**config.mk**
```make
export PLATFORM = sky130hd
export DESIGN_NAME = counter_scan
export DESIGN_NICKNAME = d
export VERILOG_FILES = /design/src/rtl/counter_scan_pkg.sv /design/src/rtl/counter_seg.sv /design/src/rtl/counter_scan.sv
export SDC_FILE = /design/constraint.sdc
export NUM_CORES = 1
export LEC_CHECK = 0
export ABC_AREA = 1
export BUFFER_PORTS_ARGS = -buffer_cell sky130_fd_sc_hd__buf_2
export CORE_ASPECT_RATIO = 0.8
export CORE_MARGIN = 2
export CORE_UTILIZATION = 60
export DETAILED_ROUTE_END_ITERATION = 6
export PLACE_DENSITY_LB_ADDON = 0.08
export SLEW_MARGIN = 20
export SYNTH_ARGS = -nofsm -noshare
export SYNTH_HDL_FRONTEND = slang
export SYNTH_SLANG_ARGS = --single-unit
```
**constraint.sdc**
```tcl
create_clock -name i_clk -period 2.1 [get_ports i_clk]
set_input_delay 0.21 -clock i_clk [delete_from_list [all_inputs] [get_ports i_clk]]
set_output_delay 0.21 -clock i_clk [all_outputs]
set_load 0.02 [all_outputs]
```
**src/rtl/counter_scan_pkg.sv**
```systemverilog
// Shared types and constants for the hex up/down counter with multiplexed
// 7-segment display scan.
package counter_scan_pkg;

    localparam int unsigned NUM_DIGITS = 4;
    localparam int unsigned IDX_W      = $clog2(NUM_DIGITS);

    localparam logic [6:0] SEG_BLANK = 7'b1111111;
    localparam logic [3:0] AN_OFF    = 4'b1111;

    typedef enum logic {
        ST_BLANK = 1'b0,
        ST_SHOW  = 1'b1
    } scan_state_t;

    // Active-low one-hot digit select for digit idx.
    function automatic logic [NUM_DIGITS-1:0] an_select(input logic [IDX_W-1:0] idx);
        return ~(NUM_DIGITS'(1) << idx);
    endfunction

endpackage

```
**src/rtl/counter_seg.sv**
```systemverilog
// Combinational hex-to-7-segment decoder, active-low segments, bit6 = a ... bit0 = g.
module counter_seg
    import counter_scan_pkg::*;
(
    input  logic [3:0] i_num,
    output logic [6:0] o_seg
);

    always_comb begin
        o_seg = SEG_BLANK;
        case (i_num)
            4'h0: o_seg = 7'b0000001;
            4'h1: o_seg = 7'b1001111;
            4'h2: o_seg = 7'b0010010;
            4'h3: o_seg = 7'b0000110;
            4'h4: o_seg = 7'b1001100;
            4'h5: o_seg = 7'b0100100;
            4'h6: o_seg = 7'b0100000;
            4'h7: o_seg = 7'b0001111;
            4'h8: o_seg = 7'b0000000;
            4'h9: o_seg = 7'b0000100;
            4'hA: o_seg = 7'b0001000;
            4'hB: o_seg = 7'b1100000;
            4'hC: o_seg = 7'b0110001;
            4'hD: o_seg = 7'b1000010;
            4'hE: o_seg = 7'b0110000;
            4'hF: o_seg = 7'b0111000;
            default: o_seg = SEG_BLANK;
        endcase
    end

endmodule

```
**src/rtl/counter_scan.sv**
```systemverilog
// 16-bit hex up/down counter with prescaled count ticks and a BLANK/SHOW scan
// FSM that time-multiplexes one segment decoder across four digits.
module counter_scan
    import counter_scan_pkg::*;
#(
    parameter int unsigned TICK_DIV  = 1000000,
    parameter int unsigned SCAN_DIV  = 1000,
    parameter int unsigned BLANK_CYC = 16
) (
    input  logic        i_clk,
    input  logic        i_rst_n,
    input  logic        i_en,
    input  logic        i_up,
    input  logic        i_clr,
    input  logic        i_load,
    input  logic [15:0] i_load_val,
    output logic [15:0] o_cnt,
    output logic        o_carry,
    output logic [3:0]  o_an,
    output logic [6:0]  o_seg
);

    localparam int unsigned PW       = (TICK_DIV > 1) ? $clog2(TICK_DIV) : 1;
    localparam int unsigned SCAN_MAX = (SCAN_DIV > BLANK_CYC) ? SCAN_DIV : BLANK_CYC;
    localparam int unsigned SW       = (SCAN_MAX > 1) ? $clog2(SCAN_MAX) : 1;

    localparam logic [PW-1:0] PRE_LAST   = PW'(TICK_DIV - 1);
    localparam logic [SW-1:0] SHOW_LAST  = SW'(SCAN_DIV - 1);
    localparam logic [SW-1:0] BLANK_LAST = SW'(BLANK_CYC - 1);

    logic [PW-1:0]    r_pre;
    logic             w_tick;
    logic [15:0]      r_cnt;
    logic             r_carry;
    logic [15:0]      w_cnt_step;
    logic             w_wrap;

    scan_state_t      r_state;
    scan_state_t      w_state_nxt;
    logic [SW-1:0]    r_scan_cnt;
    logic [SW-1:0]    w_scan_cnt_nxt;
    logic [IDX_W-1:0] r_idx;
    logic [IDX_W-1:0] w_idx_nxt;

    logic [3:0]       w_nibble;
    logic [6:0]       w_glyph;
    logic [3:0]       r_an;
    logic [6:0]       r_seg;

    assign w_tick     = i_en && (r_pre == PRE_LAST);
    assign w_cnt_step = i_up ? (r_cnt + 16'd1) : (r_cnt - 16'd1);
    assign w_wrap     = i_up ? (r_cnt == 16'hFFFF) : (r_cnt == 16'h0000);

    // Clear and load both restart the prescaler so the next tick is a full period away.
    always_ff @(posedge i_clk or negedge i_rst_n) begin
        if (!i_rst_n) begin
            r_pre <= '0;
        end else if (i_clr || i_load) begin
            r_pre <= '0;
        end else if (i_en) begin
            r_pre <= w_tick ? '0 : (r_pre + PW'(1));
        end
    end

    always_ff @(posedge i_clk or negedge i_rst_n) begin
        if (!i_rst_n) begin
            r_cnt   <= '0;
            r_carry <= 1'b0;
        end else if (i_clr) begin
            r_cnt   <= '0;
            r_carry <= 1'b0;
        end else if (i_load) begin
            r_cnt   <= i_load_val;
            r_carry <= 1'b0;
        end else if (w_tick) begin
            r_cnt   <= w_cnt_step;
            r_carry <= w_wrap;
        end else begin
            r_carry <= 1'b0;
        end
    end

    always_ff @(posedge i_clk or negedge i_rst_n) begin
        if (!i_rst_n) begin
            r_state    <= ST_BLANK;
            r_scan_cnt <= '0;
            r_idx      <= '0;
        end else begin
            r_state    <= w_state_nxt;
            r_scan_cnt <= w_scan_cnt_nxt;
            r_idx      <= w_idx_nxt;
        end
    end

    always_comb begin
        w_state_nxt    = r_state;
        w_scan_cnt_nxt = r_scan_cnt + SW'(1);
        w_idx_nxt      = r_idx;
        case (r_state)
            ST_BLANK: begin
                if (r_scan_cnt == BLANK_LAST) begin
                    w_state_nxt    = ST_SHOW;
                    w_scan_cnt_nxt = '0;
                end
            end
            ST_SHOW: begin
                if (r_scan_cnt == SHOW_LAST) begin
                    w_state_nxt    = ST_BLANK;
                    w_scan_cnt_nxt = '0;
                    w_idx_nxt      = r_idx + IDX_W'(1);
                end
            end
            default: begin
                w_state_nxt    = ST_BLANK;
                w_scan_cnt_nxt = '0;
                w_idx_nxt      = '0;
            end
        endcase
    end

    assign w_nibble = r_cnt[{r_idx, 2'b00} +: 4];

    counter_seg u_seg (
        .i_num (w_nibble),
        .o_seg (w_glyph)
    );

    // Anode and segment registers update together so no digit ever shows a stale glyph.
    always_ff @(posedge i_clk or negedge i_rst_n) begin
        if (!i_rst_n) begin
            r_an  <= AN_OFF;
            r_seg <= SEG_BLANK;
        end else if (r_state == ST_SHOW) begin
            r_an  <= an_select(r_idx);
            r_seg <= w_glyph;
        end else begin
            r_an  <= AN_OFF;
            r_seg <= SEG_BLANK;
        end
    end

    assign o_cnt   = r_cnt;
    assign o_carry = r_carry;
    assign o_an    = r_an;
    assign o_seg   = r_seg;

endmodule
```
==> flow_summary.toml, run 1 <==
[critical_path]
crit_path_max_incr_delay_ns = 0.54
crit_required_ns = 2.36
critical_path.cell_chain = "a21oi_1 > o21ai_0 > nand2_1 > inv_1 > ha_1 > inv_1 > nor2_1 > o21ai_0 > o2111ai_1"
critical_path_class = "reg -> reg"
worst_r2r_path_depth = 9
timing.critical_path.slowest_stage_cell = "dfrtp_1"
crit_path_end_kind = "flop"
worstPathMaxFanout = 14
critPathLaunchType = "flop"
critPathArrivalTime_ns = 2.13

[clock_tree]
cts-buffers-inserted = 9
cts.reportedPaths.clkPinSlew_ns = 0.08
cts-hold-fix-buffers = 1
cts.root.buffer_cell = "clkbuf_8"
cts_setup_buffers = 0
insertion_delay_ns = 0.36
cts.sink_count = 61
clockBufferDepth = 2
ctsResizeCount = 0
cts.htree.levels = 3
tritoncts_clock_tree = "done"

[floorplanning]
fp-row-count = 28
area_of_the_die_um2 = 8229
design.portCount = 50
die_w_um = 100.9
floorplan.core_area_um2 = 7357
fp.dieH_um = 81.54
floorplan.initialDensity = 0.6129

[global_routing]
grt-ovfl-total = 0
first_global_vias = 4149
largest_net_degree_at_the_start_of_global_routing = 48
grt_first_pass_wirelength_um = 19280
number_of_antenna_violations_at_the_first_check_in_global_routing = 0
globalRouteTotalUtil = 0.3013

[yosys]
synth-simple-area-share = 0.3901
synthDistinctLibCells = 38
postSynth.topFlopCell = "dfrtp_1"
yosys.area_share.xor_xnor = 0.02137
synth.top_cells.by_area = "dfrtp_1 28%, nand2_1 16%, ha_1 7.2%, inv_1 7.2%, nor2_1 6.7%"
synth.ff_latch_count = 61
yosys.area_share.adder = 0.07658
synth-compound-area-share = 0.08102
syn-cell-area_um2 = 4509
synth.top_cell.area_share = 0.2775
number_of_nets_in_the_synthesized_netlist = 707
number_of_enable_type_register_cells_in_the_synthesized_netlist = 0
syn_inst = 658
synth-seq-area-share = 0.3416
largest_family_of_logic_cells_by_synthesized_area = "simple AND/OR/NAND/NOR gates"
yosys_warns = 0
ys_async_sr_fraction = 1.000
avgSynthCellArea_um2 = 6.853
synth_mux_area_frac = 0
yosys.area.top_type = "dfrtp_1"

[layout]
area.growth.synth_to_final_pct = 13.90
insertedDiodeCount = 0
mostFrequentLayoutCell = "nand2_1"
layout.nets = 771
layout.cells.most_common_list = "196 x nand2_1, 86 x inv_1, 80 x nor2_1"
drive_gt1_frac = 0.1609
final_non_filler_cells = 817

[min_path]
min_path_type = "in -> reg"
hold-path-cell-count = 3

[routing]
per_cell_routed_wire_length_um = 14.14
detailroute.via_count = 4502
firstDrtPassIters = 5
finalWirelength_um = 11550
routed_vias_inst = 5.510
ant_nets = 0
drt_iter0_drc = 395
drcViolationCount = 0

[outcome]
status = "complete, no violations"

[placement]
place_congestion = 0.9483
numPortBuffers = 49
placed_cells_incl_taps = 800
dpl.hpwl_um = 8645
place_ws_ns = -0.06015

[timing]
clock.fmax_mhz = 537.3
timing.slew.headroom = 0.6390
finalCritPeriodShare = 0.8863
setup_viol = 0
rsz0062_at_grt = "false"
fin_ws_ns = 0.2388
finClkSkew_ns = 0.01010
timing_worst_slew_pin_value_ns = 0.5409
timing_max_transition_violations_final = 0
finalWorstPathRequiredPeriod_ns = 1.861
timing_hold_violations_final = 0

[power]
static-leakage-power_nw = 2.716
power.ir.vdd_worst_mv = 0.4164
power-per-cell-area_nw_per_um2 = 662.5

[flow_run]
maxCapViolCount = 0
[synthesized netlist by cell type (6+ instances only)]
| library cell | instances |
|---|---|
| dfrtp_1 | 50 |
| ha_1 | 26 |
| nor2_2 | 8 |
| nor3_1 | 15 |
| nand2_1 | 196 |
| nor2_1 | 80 |
| o21ai_0 | 19 |
| nand4_1 | 18 |
| o21ai_1 | 8 |
| nand3_1 | 48 |
| a21oi_1 | 24 |
| xor2_1 | 9 |
| nor4_1 | 6 |
| inv_1 | 86 |
| dfstp_2 | 11 |
[area by class of cell]
type | instances | area, um^2
multi-input combinational | 495 | 2566
fill | 634 | 2221
sequential | 61 | 1540
timing repair buffer | 63 | 365.4
inverter | 92 | 345.3
clock buffer | 10 | 137.6
tap | 90 | 112.6
clock inverter | 6 | 68.82
[worst paths after layout]
kind / from / endpoint / slack (ns)
max in group asynchronous: i_rst_n / o_an[0] / 1.23
min in group asynchronous: i_rst_n / o_cnt[12] / 0.28
min: i_load_val[3] / o_cnt[3] / 0.13
max reg2reg: r_idx[0] / o_seg[3] / 0.24
max: r_idx[0] / o_seg[3] / 0.24
min reg2reg: r_scan_cnt[0] / r_scan_cnt[0] / 0.47
[power by group]
group	switching (W)	leakage [nW]	total (W)	internal (W)
clock	0.000539	0.103	0.00113	0.000588
sequential	0.0000580	0.781	0.00132	0.00126
combinational	0.000633	1.83	0.000956	0.000323
total	0.00123	2.72	0.00340	0.00217
[logic make-up (layout without fill, tap and decap cells)]
kind of cell	after synthesis	in the layout
adders and majority gates	27	27
AOI/OAI and AO/OA	66	66
DFF	61	61
xor gates and xnor gates	11	11
buffers and inverters	102	171
and+or+nand+nor	391	391
[routing by layer]
layer,vias to the layer above,wire (um),share of wire,GRT usage
met5,-,0,0,0
met4,0,95,0.0082,0.07162
met3,13,996,0.086,0.08681
met2,174,4967,0.43,0.4553
met1,2064,5494,0.48,0.4290
li1,2251,-,-,-
[sequential cells by signal, indices dropped and copies added, names as in the netlist]
name        cells
r_state         1
o_cnt          16
o_an            4
r_pre          20
o_carry         1
r_idx           2
r_scan_cnt     10
o_seg           7
[critical path: cells and delay by family, from the launching register on]
family,cells,cell delay [ns]
buffers and inverters,2,0.16
AND/OR/NAND/NOR,2,0.28
flip-flops,1,0.54
adder cells (fa/ha/maj),1,0.20
AO/OA/AOI/OAI,4,0.59
[through the flow]
step / TNS [ns] / hold WS, ns / utilization / cell area [um^2] / power (W)
after global routing: 0 / 0.1382 / 0.6981 / 5136 / 0.003602
after detailed placement: -0.1950 / 0.1312 / 0.6687 / 4920 / 0.002276
after CTS: 0 / 0.1372 / 0.6981 / 5136 / 0.003403
final: 0 / 0.1344 / 0.6981 / 5136 / 0.003403
after floorplan: 0 / -0.08559 / - / 4509 / 0.001960
after global placement: -0.03302 / 0.1254 / 0.6687 / 4920 / 0.002261
Note: power is estimated with default switching activity, not from simulation.
==> run 2: changes to the inputs <==
--- a/config.mk
+++ b/config.mk
@@ -5,11 +5,10 @@
 export SDC_FILE = /design/constraint.sdc
 export NUM_CORES = 1
 export LEC_CHECK = 0
-export ABC_AREA = 1
 export BUFFER_PORTS_ARGS = -buffer_cell sky130_fd_sc_hd__buf_2
-export CORE_ASPECT_RATIO = 0.8
+export CORE_ASPECT_RATIO = 0.6
 export CORE_MARGIN = 2
-export CORE_UTILIZATION = 60
+export CORE_UTILIZATION = 59
 export DETAILED_ROUTE_END_ITERATION = 6
 export PLACE_DENSITY_LB_ADDON = 0.08
 export SLEW_MARGIN = 20
==> run 2 against run 1 <==
  * The run now ends with setup timing left
  * Critical path type unchanged
  * Clock skew fell by 0.0042 ns
  * Design area rose by 6.0%
  * Critical path depth fell by 4
  * Die area fell by 7.2%
  * Worst setup slack got worse by 0.27 ns
  * Area after synthesis fell by 9.3%
  * Combinational power fell by 23%
  * Total power rose by 5.8%
  * Clock power rose by 42%
  * First-iteration DRC count fell by 6.6%
  * Sequential power fell by 5%
==> flow_summary.toml, run 2 <==
[yosys]
synth.ff_latch_count = 61
synth-seq-area-share = 0.3767
synth.most_common_cell = "nor2_1"
yosys_warns = 0
syn-cell-area_um2 = 4089
syn_inst = 445
synthDistinctLibCells = 60
synth.top_cell.area_share = 0.3060
synth.top_cells.by_area = "dfrtp_1 31%, ha_1 8.0%, dfstp_2 7.1%, nor2_1 5.2%, xnor2_1 4.7%"
synth_common_cells = "57 x nor2_1, 50 x dfrtp_1, 37 x nand2_1"
postSynth.topFlopCell = "dfrtp_1"
ys_async_sr_fraction = 1.000
yosys.area.top_type = "dfrtp_1"
number_of_enable_type_register_cells_in_the_synthesized_netlist = 0
number_of_nets_in_the_synthesized_netlist = 494
avgSynthCellArea_um2 = 9.189

[floorplanning]
die_w_um = 111.5
design.portCount = 50
floorplan.initialDensity = 0.6124
fp.dieH_um = 68.49
floorplan.core_area_um2 = 6676
fp-row-count = 23
area_of_the_die_um2 = 7634

[layout]
final_cell_area_um2 = 5443
area.growth.synth_to_final_pct = 33.11
layout.nets = 614
layout.cells.most_common_list = "70 x buf_4, 57 x nor2_1, 49 x buf_2"
max_flop_register = "r_pre"
mostFrequentLayoutCell = "buf_4"
drive_gt1_frac = 0.3456
insertedDiodeCount = 0
largest_register_ffs = 20

[power]
power.share.combinational = 0.204
p_int_w = 0.002623
power_switching_share = 0.2716
power.ir.vdd_worst_mv = 0.6503
power.net_switching_w = 0.0009782
clockPowerShare = 0.448
power-per-cell-area_nw_per_um2 = 661.7
static-leakage-power_nw = 2.426
pwr-share-seq = 0.349

[clock_tree]
cts-buffers-inserted = 9
cts.htree.levels = 3
insertion_delay_ns = 0.33
tritoncts_clock_tree = "done"
cts.root.buffer_cell = "clkbuf_16"
cts.sink_count = 61
cts.reportedPaths.clkPinSlew_ns = 0.06
clockBufferDepth = 2

[timing]
fin_ws_ns = -0.03407
timing_max_transition_violations_final = 0
rsz0062_at_grt = "true"
finalCritPeriodShare = 1.016
finalWorstPathRequiredPeriod_ns = 2.134
clock.fmax_mhz = 468.6
timing_worst_slew_pin_value_ns = 0.4941
timing.slew.headroom = 0.6706
fin_setup_tns_ns = -0.06587
finClkSkew_ns = 0.005876
timing_hold_violations_final = 0
setup_viol = 3

[routing]
finalWirelength_um = 12220
detailroute.via_count = 4063
ant_nets = 0
firstDrtPassIters = 5
per_cell_routed_wire_length_um = 18.59
drt_iter0_drc = 369
drcViolationCount = 0
routed_vias_inst = 6.184

[global_routing]
first_global_vias = 3751
grt_use_met2 = 0.5046
top_usage_layer = "met2"
globalRouteMet1Util = 0.4366
grt_first_pass_wirelength_um = 18690
groute.layer.met3.usage = 0.08237
largest_net_degree_at_the_start_of_global_routing = 35
grt-ovfl-total = 0
globalRouteTotalUtil = 0.3157
number_of_antenna_violations_at_the_first_check_in_global_routing = 0

[flow_run]
maxCapViolCount = 0

[outcome]
violated_checks = "setup timing"
status = "finished with violations"

[critical_path]
r2r-start = "o_cnt[4]"
worstPathMaxFanout = 4
critical_path_class = "reg -> reg"
worst_r2r_endpoint = "o_seg[3]"
worst_r2r_path_depth = 5
crit_buf_inv = 1
timing.critical_path.slowest_stage_cell = "mux4_2"
critPathLaunchType = "flop"
critPathArrivalTime_ns = 2.39
critical_path_depth = 5
worst_path_most_repeated_cell = "mux4_2"
r2r_slack_ns = -0.03
crit_required_ns = 2.35
critical_path.cell_chain = "buf_6 > mux4_2 > ha_1 > mux4_2 > nand2b_4"
path_delay_family = "multiplexers"
crit_path_max_incr_delay_ns = 0.52
crit_path_end_kind = "flop"

[min_path]
worstHoldEndpoint = "o_cnt[0]"
hold-path-cell-count = 3
min_path_type = "in -> reg"
min_from = "i_load_val[0]"

[placement]
numPortBuffers = 49
total_cell_area_at_the_placement_stage_um2 = 4826
place_congestion = 0.9744
dpl.hpwl_um = 8307
==> run 2: cell types whose count changed in the layout (fill, tap and decap cells not counted), moves of 8 or more <==
cell / previous run / this run
nand2_1: 196 / 37
nor2_1: 80 / 57
nand4_1: 18 / 9
and3_1: 0 / 10
clkbuf_8: 10 / 1
inv_1: 86 / 11
nor2_2: 8 / 0
a211oi_1: 0 / 8
buf_4: 12 / 70
clkbuf_16: 0 / 9
nand3_1: 48 / 19
xnor2_1: 2 / 22
==> run 2: per-stage QoR <==
stage	power [W]	setup slack [ns]	util	cells	hold slack, ns
after global placement	0.001875	-0.1805	0.7228	629	0.03629
after CTS	0.003528	0.01108	0.7871	650	0.1286
after global routing	0.003720	-0.06354	0.8152	657	0.1306
final	0.003602	-0.03407	0.8152	657	0.1415
after floorplan	0.001618	0.009247	-	445	-0.08559
after detailed placement	0.001897	-0.2474	0.7228	629	0.03909
==> run 2: timing repair <==
item,4_1_cts,5_1_grt
setup endpoints to repair,5,15
resized for setup,11,30
hold endpoints to repair,19,0
pin swaps,2,7
hold buffers,1,0
buffers inserted,4,8
==> run 2: kinds of logic (layout without fill, tap and decap cells) <==
logic type	count (synthesis)	after routing	synth area share
AO/OA/AOI/OAI	94	94	0.1515
adder cells (fa/ha/maj)	27	27	0.08446
multiplexers	7	7	0.03244
AND/OR/NAND/NOR	189	189	0.2375
flip-flops	61	61	0.3767
buffers and inverters	33	158	0.04467
XOR/XNOR	34	34	0.07283
==> run 2: how the worst max path moves through the flow <==
stage,startpoint,end,slack (ns)
global route,o_cnt[4],o_seg[2],-0.06
detailed placement,i_up,o_cnt[8],-0.25
floorplan,o_cnt[2],o_cnt[8],0.009
global placement,i_up,o_cnt[9],-0.18
CTS,o_cnt[4],o_cnt[11],0.01
finish,o_cnt[4],o_seg[3],-0.03
==> run 2: power groups by stage <==
stage	combinational (W)	sequential, W	clock, W
3_3_place_gp	0.000605	0.00127	0
4_1_cts	0.000658	0.00125	0.00162
5_1_grt	0.000788	0.00126	0.00167
6_report	0.000733	0.00126	0.00161
2_1_floorplan	0.000301	0.00132	0
3_5_place_dp	0.000627	0.00127	0
==> run 2: cell type report <==
class	instances	area, um^2
Clock inverter	5	83.83
Clock buffer	11	242.7
Sequential cell	61	1544
Timing Repair Buffer	124	834.6
Tap cell	87	108.9
Inverter	18	71.32
Fill cell	402	1234
Multi-Input combinational cell	351	2557
==> run 2: worst register-to-register path, delay by kind of cell, from the launching register on <==
family                     cells  cell delay [ns]
and+or+nand+nor                1             0.15
DFF                            1             0.47
adders and majority gates      1             0.26
buffers and inverters          1             0.16
muxes                          2             1.00
==> run 2: metal layers <==
layer,part of all wire,vias to the layer above,routed length [um]
met5,0,-,0
met4,0.026,0,321
met3,0.10,42,1246
met2,0.45,222,5483
met1,0.42,1940,5163
li1,-,1859,-
